==> src/rtl/vector_issue_sequencer_if.sv <==
// Handshake and bus bundle between vector decode, the issue sequencer and the functional units.
// master is the decode/FU side, slave is the sequencer.
interface vector_issue_sequencer_if #(
    parameter int unsigned NUM_LANES = 4,
    parameter int unsigned VL_W      = 8
);
    logic                 instr_valid;
    logic                 instr_ready;
    logic [2:0]           fu_type;
    logic [VL_W-1:0]      vl;
    logic [1:0]           sew;
    logic                 vd_widen;
    logic                 vd_narrow;
    logic                 vs2_widen;
    logic                 stall;
    logic                 flush;
    logic [6:0]           fu_ready;
    logic                 div_done;
    logic                 issue_valid;
    logic [6:0]           issue_fu;
    logic [VL_W-1:0]      issue_eidx;
    logic [NUM_LANES-1:0] issue_lane_mask;
    logic [2:0]           issue_vd_off;
    logic [2:0]           issue_vs2_off;
    logic [2:0]           issue_vs1_off;
    logic                 issue_last;
    logic                 busy;
    logic                 done;
    logic                 illegal;

    modport master (
        output instr_valid, fu_type, vl, sew, vd_widen, vd_narrow, vs2_widen,
               stall, flush, fu_ready, div_done,
        input  instr_ready, issue_valid, issue_fu, issue_eidx, issue_lane_mask,
               issue_vd_off, issue_vs2_off, issue_vs1_off, issue_last, busy, done, illegal
    );

    modport slave (
        input  instr_valid, fu_type, vl, sew, vd_widen, vd_narrow, vs2_widen,
               stall, flush, fu_ready, div_done,
        output instr_ready, issue_valid, issue_fu, issue_eidx, issue_lane_mask,
               issue_vd_off, issue_vs2_off, issue_vs1_off, issue_last, busy, done, illegal
    );
endinterface

==> src/rtl/vector_issue_sequencer.sv <==
// Vector issue sequencer: walks one decoded instruction's element index in NUM_LANES groups
// and hands each group to the selected functional unit; the divider takes one group per completion.
module vector_issue_sequencer #(
    parameter int unsigned NUM_LANES  = 4,
    parameter int unsigned VL_W       = 8,
    parameter int unsigned VLENB_LOG2 = 4
) (
    input  logic                     CLK,
    input  logic                     RST,
    vector_issue_sequencer_if.slave  bus
);
    localparam int unsigned VLX_W      = VL_W + 1;
    localparam logic [2:0]  FU_DIV     = 3'd2;
    localparam logic [2:0]  FU_ILLEGAL = 3'd7;

    typedef enum logic [1:0] {IDLE, ISSUE, DIV_WAIT, FIN} state_t;

    state_t               state;
    logic [VL_W-1:0]      eidx;
    logic [VL_W-1:0]      vl_r;
    logic [2:0]           fu_r;
    logic [1:0]           sew_r;
    logic                 vd_widen_r;
    logic                 vd_narrow_r;
    logic                 vs2_widen_r;
    logic                 last_sent;

    logic                 in_issue;
    logic                 fire;
    logic                 last_grp;
    logic [VLX_W-1:0]     next_idx_x;
    logic [6:0]           fu_oh;
    logic [NUM_LANES-1:0] lane_mask;
    logic [2:0]           vs2_sum;
    logic [2:0]           vd_sum;
    logic [1:0]           s_vs2;
    logic [1:0]           s_vd;

    // Register-group offset: which register of the group holds element idx at size code s.
    function automatic logic [2:0] reg_off(input logic [VL_W-1:0] idx, input logic [1:0] s);
        logic [VL_W-1:0] shifted;
        shifted = idx >> (VLENB_LOG2 - 32'(s));
        return shifted[2:0];
    endfunction

    assign in_issue   = (state == ISSUE);
    assign next_idx_x = {1'b0, eidx} + VLX_W'(NUM_LANES);
    assign last_grp   = (next_idx_x >= {1'b0, vl_r});

    always_comb begin
        fu_oh     = '0;
        lane_mask = '0;
        for (int unsigned i = 0; i < 7; i++) begin
            fu_oh[i] = in_issue && (fu_r == 3'(i));
        end
        for (int unsigned i = 0; i < NUM_LANES; i++) begin
            lane_mask[i] = in_issue && (({1'b0, eidx} + VLX_W'(i)) < {1'b0, vl_r});
        end
    end

    // Element size codes: widening saturates at 64-bit, narrowing floors at 8-bit.
    always_comb begin
        vs2_sum = {1'b0, sew_r} + {2'b00, vs2_widen_r};
        s_vs2   = (vs2_sum > 3'd3) ? 2'd3 : vs2_sum[1:0];
        vd_sum  = {1'b0, sew_r} + {2'b00, vd_widen_r};
        if (vd_narrow_r && (vd_sum != 3'd0)) begin
            vd_sum = vd_sum - 3'd1;
        end
        s_vd    = (vd_sum > 3'd3) ? 2'd3 : vd_sum[1:0];
    end

    assign bus.instr_ready     = (state == IDLE) && !bus.flush;
    assign bus.issue_valid     = in_issue && !bus.stall && !bus.flush;
    assign bus.issue_fu        = fu_oh;
    assign bus.issue_eidx      = eidx;
    assign bus.issue_lane_mask = lane_mask;
    assign bus.issue_last      = in_issue && last_grp;
    assign bus.issue_vd_off    = reg_off(eidx, s_vd);
    assign bus.issue_vs2_off   = reg_off(eidx, s_vs2);
    assign bus.issue_vs1_off   = reg_off(eidx, sew_r);
    assign bus.busy            = (state != IDLE);
    assign bus.done            = (state == FIN);
    assign bus.illegal         = (state == FIN) && (fu_r == FU_ILLEGAL);

    assign fire = bus.issue_valid && ((fu_oh & bus.fu_ready) != 7'd0);

    // Sequencer state; flush outranks every transition, including an accept or a fire.
    always_ff @(posedge CLK) begin
        if (RST) begin
            state       <= IDLE;
            eidx        <= '0;
            vl_r        <= '0;
            fu_r        <= '0;
            sew_r       <= '0;
            vd_widen_r  <= 1'b0;
            vd_narrow_r <= 1'b0;
            vs2_widen_r <= 1'b0;
            last_sent   <= 1'b0;
        end else if (bus.flush) begin
            state <= IDLE;
            eidx  <= '0;
        end else begin
            case (state)
                IDLE: begin
                    if (bus.instr_valid) begin
                        fu_r        <= bus.fu_type;
                        vl_r        <= bus.vl;
                        sew_r       <= bus.sew;
                        vd_widen_r  <= bus.vd_widen;
                        vd_narrow_r <= bus.vd_narrow;
                        vs2_widen_r <= bus.vs2_widen;
                        eidx        <= '0;
                        last_sent   <= 1'b0;
                        if ((bus.fu_type == FU_ILLEGAL) || (bus.vl == '0)) begin
                            state <= FIN;
                        end else begin
                            state <= ISSUE;
                        end
                    end
                end
                ISSUE: begin
                    if (fire) begin
                        eidx      <= eidx + VL_W'(NUM_LANES);
                        last_sent <= last_grp;
                        if (fu_r == FU_DIV) begin
                            state <= DIV_WAIT;
                        end else if (last_grp) begin
                            state <= FIN;
                        end
                    end
                end
                DIV_WAIT: begin
                    if (bus.div_done) begin
                        state <= last_sent ? FIN : ISSUE;
                    end
                end
                FIN: begin
                    state <= IDLE;
                end
                default: begin
                    state <= IDLE;
                end
            endcase
        end
    end
endmodule

==> src/flat_wrapper.sv <==
// flat-port wrapper written by rule: the top's interface ports become plain ports
module vector_issue_sequencer_flat 
#(
    parameter int unsigned NUM_LANES  = 4,
    parameter int unsigned VL_W       = 8,
    parameter int unsigned VLENB_LOG2 = 4
)
  (CLK, RST, bus_instr_valid, bus_fu_type, bus_vl, bus_sew, bus_vd_widen, bus_vd_narrow, bus_vs2_widen, bus_stall, bus_flush, bus_fu_ready, bus_div_done, bus_instr_ready, bus_issue_valid, bus_issue_fu, bus_issue_eidx, bus_issue_lane_mask, bus_issue_vd_off, bus_issue_vs2_off, bus_issue_vs1_off, bus_issue_last, bus_busy, bus_done, bus_illegal);
  vector_issue_sequencer_if #(.NUM_LANES(NUM_LANES), .VL_W(VL_W)) bus_i ();
  input  logic CLK;
  input  logic RST;
  input wire logic [$bits(bus_i.instr_valid)-1:0] bus_instr_valid;
  input wire logic [$bits(bus_i.fu_type)-1:0] bus_fu_type;
  input wire logic [$bits(bus_i.vl)-1:0] bus_vl;
  input wire logic [$bits(bus_i.sew)-1:0] bus_sew;
  input wire logic [$bits(bus_i.vd_widen)-1:0] bus_vd_widen;
  input wire logic [$bits(bus_i.vd_narrow)-1:0] bus_vd_narrow;
  input wire logic [$bits(bus_i.vs2_widen)-1:0] bus_vs2_widen;
  input wire logic [$bits(bus_i.stall)-1:0] bus_stall;
  input wire logic [$bits(bus_i.flush)-1:0] bus_flush;
  input wire logic [$bits(bus_i.fu_ready)-1:0] bus_fu_ready;
  input wire logic [$bits(bus_i.div_done)-1:0] bus_div_done;
  output wire logic [$bits(bus_i.instr_ready)-1:0] bus_instr_ready;
  output wire logic [$bits(bus_i.issue_valid)-1:0] bus_issue_valid;
  output wire logic [$bits(bus_i.issue_fu)-1:0] bus_issue_fu;
  output wire logic [$bits(bus_i.issue_eidx)-1:0] bus_issue_eidx;
  output wire logic [$bits(bus_i.issue_lane_mask)-1:0] bus_issue_lane_mask;
  output wire logic [$bits(bus_i.issue_vd_off)-1:0] bus_issue_vd_off;
  output wire logic [$bits(bus_i.issue_vs2_off)-1:0] bus_issue_vs2_off;
  output wire logic [$bits(bus_i.issue_vs1_off)-1:0] bus_issue_vs1_off;
  output wire logic [$bits(bus_i.issue_last)-1:0] bus_issue_last;
  output wire logic [$bits(bus_i.busy)-1:0] bus_busy;
  output wire logic [$bits(bus_i.done)-1:0] bus_done;
  output wire logic [$bits(bus_i.illegal)-1:0] bus_illegal;
  assign bus_i.instr_valid = bus_instr_valid;
  assign bus_i.fu_type = bus_fu_type;
  assign bus_i.vl = bus_vl;
  assign bus_i.sew = bus_sew;
  assign bus_i.vd_widen = bus_vd_widen;
  assign bus_i.vd_narrow = bus_vd_narrow;
  assign bus_i.vs2_widen = bus_vs2_widen;
  assign bus_i.stall = bus_stall;
  assign bus_i.flush = bus_flush;
  assign bus_i.fu_ready = bus_fu_ready;
  assign bus_i.div_done = bus_div_done;
  assign bus_instr_ready = bus_i.instr_ready;
  assign bus_issue_valid = bus_i.issue_valid;
  assign bus_issue_fu = bus_i.issue_fu;
  assign bus_issue_eidx = bus_i.issue_eidx;
  assign bus_issue_lane_mask = bus_i.issue_lane_mask;
  assign bus_issue_vd_off = bus_i.issue_vd_off;
  assign bus_issue_vs2_off = bus_i.issue_vs2_off;
  assign bus_issue_vs1_off = bus_i.issue_vs1_off;
  assign bus_issue_last = bus_i.issue_last;
  assign bus_busy = bus_i.busy;
  assign bus_done = bus_i.done;
  assign bus_illegal = bus_i.illegal;
  vector_issue_sequencer #(.NUM_LANES(NUM_LANES), .VL_W(VL_W), .VLENB_LOG2(VLENB_LOG2)) u_core (.CLK(CLK), .RST(RST), .bus(bus_i));
endmodule
==> config.mk <==
export PLATFORM = sky130hd
export DESIGN_NAME = vector_issue_sequencer_flat
export DESIGN_NICKNAME = d
export VERILOG_FILES = /design/src/rtl/vector_issue_sequencer_if.sv /design/src/rtl/vector_issue_sequencer.sv /design/src/flat_wrapper.sv
export SDC_FILE = /design/constraint.sdc
export NUM_CORES = 1
export LEC_CHECK = 0
export ABC_AREA = 1
export BUFFER_PORTS_ARGS = -buffer_cell sky130_fd_sc_hd__buf_2
export CORE_AREA = 2 2 107 109
export CTS_CLUSTER_SIZE = 14
export DETAILED_ROUTE_END_ITERATION = 8
export DIE_AREA = 0 0 109 111
export PLACE_DENSITY = 0.52
export SLEW_MARGIN = 10
export SYNTH_ARGS = -nofsm -noshare
export SYNTH_HDL_FRONTEND = slang
export SYNTH_SLANG_ARGS = --single-unit
==> constraint.sdc <==
create_clock -name CLK -period 2.6 [get_ports CLK]
set_input_delay 0.13 -clock CLK [delete_from_list [all_inputs] [get_ports CLK]]
set_output_delay 0.13 -clock CLK [all_outputs]
set_load 0.05 [all_outputs]
Yosys cells after proc, flatten, opt, wreduce, memory -nomap -nowiden:

Cells that the tools add are included.

* word-level logic and storage cells: 97
* input port bits: 29
* register bits: 27
* output and inout bits: 34

* shift-type cells: 3
* equal/unequal tests: 15
* bitwise logic cells: 2
* reduce and logical (&&, ||, !) cells: 33
* muxes and demuxes: 17
* $add $sub $neg: 11
* $lt $le $gt $ge: 7

Operators with widths (number)
* 8-bit by 32-bit >> shifter with 3-bit output: 3
* 9-bit by 8-bit less-than comparator with 1-bit output: 3
* 8-bit by 2-bit adder with 9-bit output (second input constant): 2
* 1-bit logical AND: 18
* 2-bit 2-to-1 mux: 9
* 8-bit 2-to-1 mux: 2
* 8-bit one-hot mux with 2 select lines: 1
* 3-bit equality test (second input constant): 5
* 3-bit by 2-bit subtractor with 4-bit output (first input constant): 3
* 8-bit by 1-bit adder with 9-bit output (second input constant): 1
* 8-bit by 3-bit adder with 9-bit output (second input constant): 1
* 9-bit by 8-bit greater-or-equal comparator with 1-bit output: 1
* 8-bit by 3-bit adder with 8-bit output (second input constant): 1
* 8-bit logical NOT: 1
* 8-bit less-than comparator: 1
* 2-bit one-hot mux with 4 select lines: 1
* 4-bit AND reduction: 2
* 7-bit AND: 1
* 7-bit nonzero test: 1
* 2-bit by 1-bit adder with 3-bit output: 2
* 3-bit by 2-bit equality test with 1-bit output (second input constant): 2
* 3-bit by 2-bit > comparator with 1-bit output (second input constant): 2
* 2-bit inequality test (second input constant): 3
* 3-bit AND reduction: 2
* other kinds (16): 20

Longest topological paths before layout:

* depth after elaboration: 8
* depth in mapped cells: 18
* mapped depth without buffers: 17

Worst setup path before layout:

No wires, ideal clock.

* path kind: register to output
* start point: register u_core.sew_r[0]
* end point: output bus_issue_vs1_off[2]
* arrival: 2.950 ns
* required time: 2.470 ns
* path slack: -0.480 ns
* buffers on the path: 1
* stages on the path, launching flop included: 5
* cells stage by stage: dfxtp_1 -> clkbuf_1 -> inv_1 -> ha_1 -> o311ai_0

* word-level cells in the longest chain between the ends: 2

Ends and longest elaborated chain
* start, declared: RTL line vector_issue_sequencer.sv:22 `logic [1:0] sew_r;`
* start signal, assigned: RTL line vector_issue_sequencer.sv:108 `sew_r <= bus.sew;`
* 3-bit by 2-bit subtractor with 4-bit output: RTL line vector_issue_sequencer.sv:42 `shifted = idx >> (VLENB_LOG2 - 32'(s));`
* 8-bit by 32-bit >> shifter with 3-bit output: RTL line vector_issue_sequencer.sv:42
* end, declared: RTL line flat_wrapper.sv:30 `output wire logic [$bits(bus_i.issue_vs1_off)-1:0] bus_issue_vs1_off;`

Every way passes these cells.

Final worst setup path:

* start point: register u_core.vd_widen_r
* end point: output bus_issue_vd_off[1]

* word-level cells in the longest chain between the ends: 8
* elaborated cells between the ends (all ways): 9
* those cells by class: add/sub (3); order compare (1); shift (1); mux (2); reduce/logical (2)

Ends and longest elaborated chain
* start, declared: RTL line vector_issue_sequencer.sv:23 `logic vd_widen_r;`
* start signal, assigned: RTL line vector_issue_sequencer.sv:109 `vd_widen_r <= bus.vd_widen;`
* 2-bit by 1-bit adder with 3-bit output (*): RTL line vector_issue_sequencer.sv:65 `vd_sum = {1'b0, sew_r} + {2'b00, vd_widen_r};`
* branches (longest 2 deep; another with 3-bit by 1-bit subtractor with 3-bit output)
* 3-bit 2-to-1 mux (*): RTL line vector_issue_sequencer.sv:66 `if (vd_narrow_r && (vd_sum != 3'd0)) begin`
* 3-bit by 2-bit > comparator with 1-bit output: RTL line vector_issue_sequencer.sv:69 `s_vd = (vd_sum > 3'd3) ? 2'd3 : vd_sum[1:0];`
* 2-bit 2-to-1 mux (*): RTL line vector_issue_sequencer.sv:69
* 3-bit by 2-bit subtractor with 4-bit output (*): RTL line vector_issue_sequencer.sv:42
* 8-bit by 32-bit >> shifter with 3-bit output (*): RTL line vector_issue_sequencer.sv:42
* end, declared: RTL line flat_wrapper.sv:28 `output wire logic [$bits(bus_i.issue_vd_off)-1:0] bus_issue_vd_off;`

Every way passes the cells marked *.

==> run_results.csv <==
group,metric,value,unit
drt,drc_errors,0,
worst_hold_path,holdCritStartpoint,"bus_vd_narrow",
finish,final_layout_size_suffix_gt1_share,28.3,%
sta,setup_slack,-0.247,ns
placement,dpl.hpwl,5.86,mm
synth,ys_seq_area_share,20.4,%
power_and_ir_drop,p_clk_share,22.6,%
finish,n_antenna_cell,0,
status,outcome,"finished with violations",
power_and_ir_drop,p_sw_share,41.4,%
drt,ant_nets,0,
global_routing,gr-usage-met3,1.94,%
critical_path,r2r_cells,14,
global_routing,grt_overflow,0,
placement,io_buffer_count,60,
sta,period_needed,2.85,ns
global_routing,grt_pass1_vias,2496,
power_and_ir_drop,p_switching,625,µW
clocking,ctsLongestPathBuffers,2,
power_and_ir_drop,peakVddDrop,0.245,mV
synth,syn_area,2450,µm²
synth,ys_ff_latch,25,
synth,yosysWarnings,0,
global_routing,grt_max_degree,32,
power_and_ir_drop,seqPwrFrac,28.6,%
synth,synth_top_area_cell,"dfxtp_1",
critical_path,worstPathArrival,2.72,ns
finish,stdcell_count,599,
die,floorplan.die_area,12100,µm²
placement,place_inst,592,
placement,finalWeightedCongestion,0.830,
sta,slew_viol_final,0,
critical_path,timing.rr.start,"u_core.bus.issue_eidx[3]",
die,dieHeight,111,µm
global_routing,grt_busiest_layer,"met2",
clocking,htreeDepth,1,
drt,avgViaCountPerCell,4.59,
synth,yosysTopAreaCellShare,20.4,%
global_routing,antenna_found_initial,0,
die,ioPinCount,63,
worst_hold_path,min_path_cells,3,
worst_hold_path,hold_path_class,"in -> reg",
critical_path,critPathKind,"reg -> out",
die,initial_core_util,22.1,%
drt,dr.pass1.iters,5,
finish,syn_to_final_growth,33.8,%
worst_hold_path,hold_end,"u_core.vd_narrow_r",
critical_path,cp-end-kind,"output port",
sta,hold_viol,0,
finish,num-fill-cells,1208,
sta,fin_crit_sh,109,%
synth,synth_top_cells_by_area,"dfxtp_1 (20%), ha_1 (15%), inv_1 (8.7%)",
global_routing,met2_usage,18.8,%
clocking,clock_latency,0.26,ns
critical_path,r2r_slack,0.55,ns
clocking,cts_buffers,3,
power_and_ir_drop,power.internal,887,µW
critical_path,crit_start,"u_core.vd_widen_r",
synth,synth_cells,390,
power_and_ir_drop,leakagePower,0.00161,µW
finish,nets,515,
synth,synth_flop_cell,"dfxtp_1",
flow_run,maxCapViolCount,0,
sta,rsz0062_at_grt,"true",
critical_path,worst_ep_required_time,2.47,ns
synth,synthTopCellsByCount,"inv_1 (57), nand2_1 (53), nor2_1 (43)",
placement,place_ws,-0.144,ns
critical_path,r2r-end,"u_core.state[1]",
die,core-area,11100,µm²
synth,async_flop_share,0,%
sta,max_clock_freq,351,MHz
clocking,clk_pin_slew,0.07,ns
sta,skew,0.00370,ns
global_routing,grt_pass1_wl,11.8,mm
sta,whs,0.135,ns
drt,wire_per_inst,12.1,µm
synth,syn_area_per_cell,6.28,µm²
synth,synth.most_common_cell,"inv_1",
global_routing,grt_usage,11.7,%
die,rows,39,
clocking,clock-root-buffer,"clkbuf_16",
power_and_ir_drop,p_comb_share,48.8,%
status,violations,"negative setup slack",
synth,ys_types,35,
global_routing,met1_usage,16.5,%
clocking,cts_hold_buf,0,
clocking,clock_sinks,25,
power_and_ir_drop,fin_total_pwr,1510,µW
drt,num_vias,2750,
critical_path,cp_max_fo,4,
drt,drtIter0Drc,119,
power_and_ir_drop,powerDensity,461,nW/µm²
synth,synth_edf_count,0,
clocking,cts_tree,"done",
die,dieWidth,109,µm
sta,setup_violations,3,
drt,drt-total-wl,7.23,mm
critical_path,crit_path_start_kind,"flop",
-- critical path: stages, from the launching register on --
cell and delay [ns]:
dfxtp_2 0.34, ha_4 0.16, ha_4 0.25, inv_2 0.04
ha_4 0.15, ha_4 0.15, inv_2 0.06, nand2_4 0.06
mux2_4 0.31, nand2_2 0.06, inv_2 0.04, ha_4 0.29
inv_4 0.04, o21ai_2 0.04, a21oi_1 0.05, o21ai_1 0.18
nand2_2 0.08, buf_8 0.15
-- power by group through the flow --
stage	sequential, µW	combinational (µW)	clock [µW]
after floorplan	441	497	0
after global placement	439	657	0
after detailed placement	439	671	0
after CTS	433	714	358
after global routing	435	817	373
final	432	738	342
-- sequential cells by signal (all words and copies together) (netlist names) --
register               flops
u_core.last_sent           1
u_core.fu_r                3
u_core.vd_narrow_r         1
u_core.state               2
u_core.sew_r               2
u_core.vl_r                8
u_core.vd_widen_r          1
u_core.bus.issue_eidx      6
u_core.vs2_widen_r         1
-- layer usage --
metal	up-vias	wire (µm)
met1	1242	3520
li1	1438	-
met2	68	3320
met5	-	0
met3	2	358
met4	0	19
-- final cells by class --
class                   count  area [µm²]  share of cell area, %
clock buffers               3        75.1                   2.29
clock inverters             1        5.00                  0.153
flip-flops and latches     25         513                   15.7
inverters                  59         224                   6.83
multi-input cells         289        1800                   54.8
well taps                 143         179                   5.46
repair buffers             79         485                   14.8
-- per-stage QoR --
stage / TNS (ns) / utilization, % / instance area [µm²]
after detailed placement: -0.275 / 27.2 / 3010
after CTS: -0.547 / 29.0 / 3210
after global placement: -0.0432 / 27.2 / 3010
after global routing: -0.895 / 29.6 / 3280
final: -0.602 / 29.6 / 3280
after floorplan: 0 / - / 2500
-- worst max-delay path by stage --
| stage | end | depth (start not counted) | slack (ns) |
|---|---|---|---|
| finish | bus_issue_vd_off[1] | 17 | -0.25 |
| global route | bus_issue_vd_off[1] | 17 | -0.34 |
| CTS | bus_issue_vd_off[1] | 16 | -0.23 |
| detailed placement | bus_issue_vd_off[1] | 18 | -0.14 |
| global placement | bus_issue_vd_off[1] | 17 | -0.04 |
| floorplan | bus_issue_vd_off[0] | 16 | 0.002 |
-- kinds of logic (layout without fill, tap and decap cells) --
| family | after synthesis | count (layout) | share of synthesized area, % |
|---|---|---|---|
| mux | 2 | 2 | 0.869 |
| simple gates | 163 | 163 | 30.6 |
| flops | 25 | 25 | 20.4 |
| buf+inv | 77 | 142 | 12.2 |
| fa+ha+maj | 29 | 29 | 14.8 |
| xor+xnor | 3 | 3 | 1.07 |
| compound gates | 90 | 90 | 19.9 |
| other cells | 1 | 2 | 0.153 |
-- what timing repair did --
item | 4_1_cts | 5_1_grt
gates resized for setup | 29 | 17
buffers inserted | 1 | 2
pin swaps | 6 | 4
endpoints found under the hold margin | 0 | 0
endpoints found under the setup margin | 4 | 5
-- cell usage in the layout, fill, tap and decap left out, types with 2 or more instances in the layout --
| cell type | instances |
|---|---|
| a21oi_1 | 31 |
| a21oi_2 | 2 |
| buf_2 | 55 |
| buf_4 | 15 |
| buf_6 | 6 |
| clkbuf_16 | 3 |
| clkbuf_4 | 2 |
| conb_1 | 2 |
| dfxtp_1 | 19 |
| dfxtp_2 | 4 |
| dfxtp_4 | 2 |
| ha_1 | 23 |
| ha_4 | 5 |
| inv_1 | 52 |
| inv_2 | 6 |
| nand2_1 | 49 |
| nand2_2 | 7 |
| nand2_4 | 3 |
| nand3_1 | 38 |
| nand3_2 | 3 |
| nand3b_1 | 2 |
| nand4_1 | 9 |
| nor2_1 | 42 |
| nor2_4 | 2 |
| nor3_1 | 2 |
| nor3_2 | 3 |
| o211ai_1 | 2 |
| o21ai_0 | 35 |
| o21ai_1 | 8 |
| o21bai_1 | 2 |
| o32ai_1 | 3 |
| or2_2 | 2 |
| xor2_1 | 2 |
(Power assumes the default switching activity.)
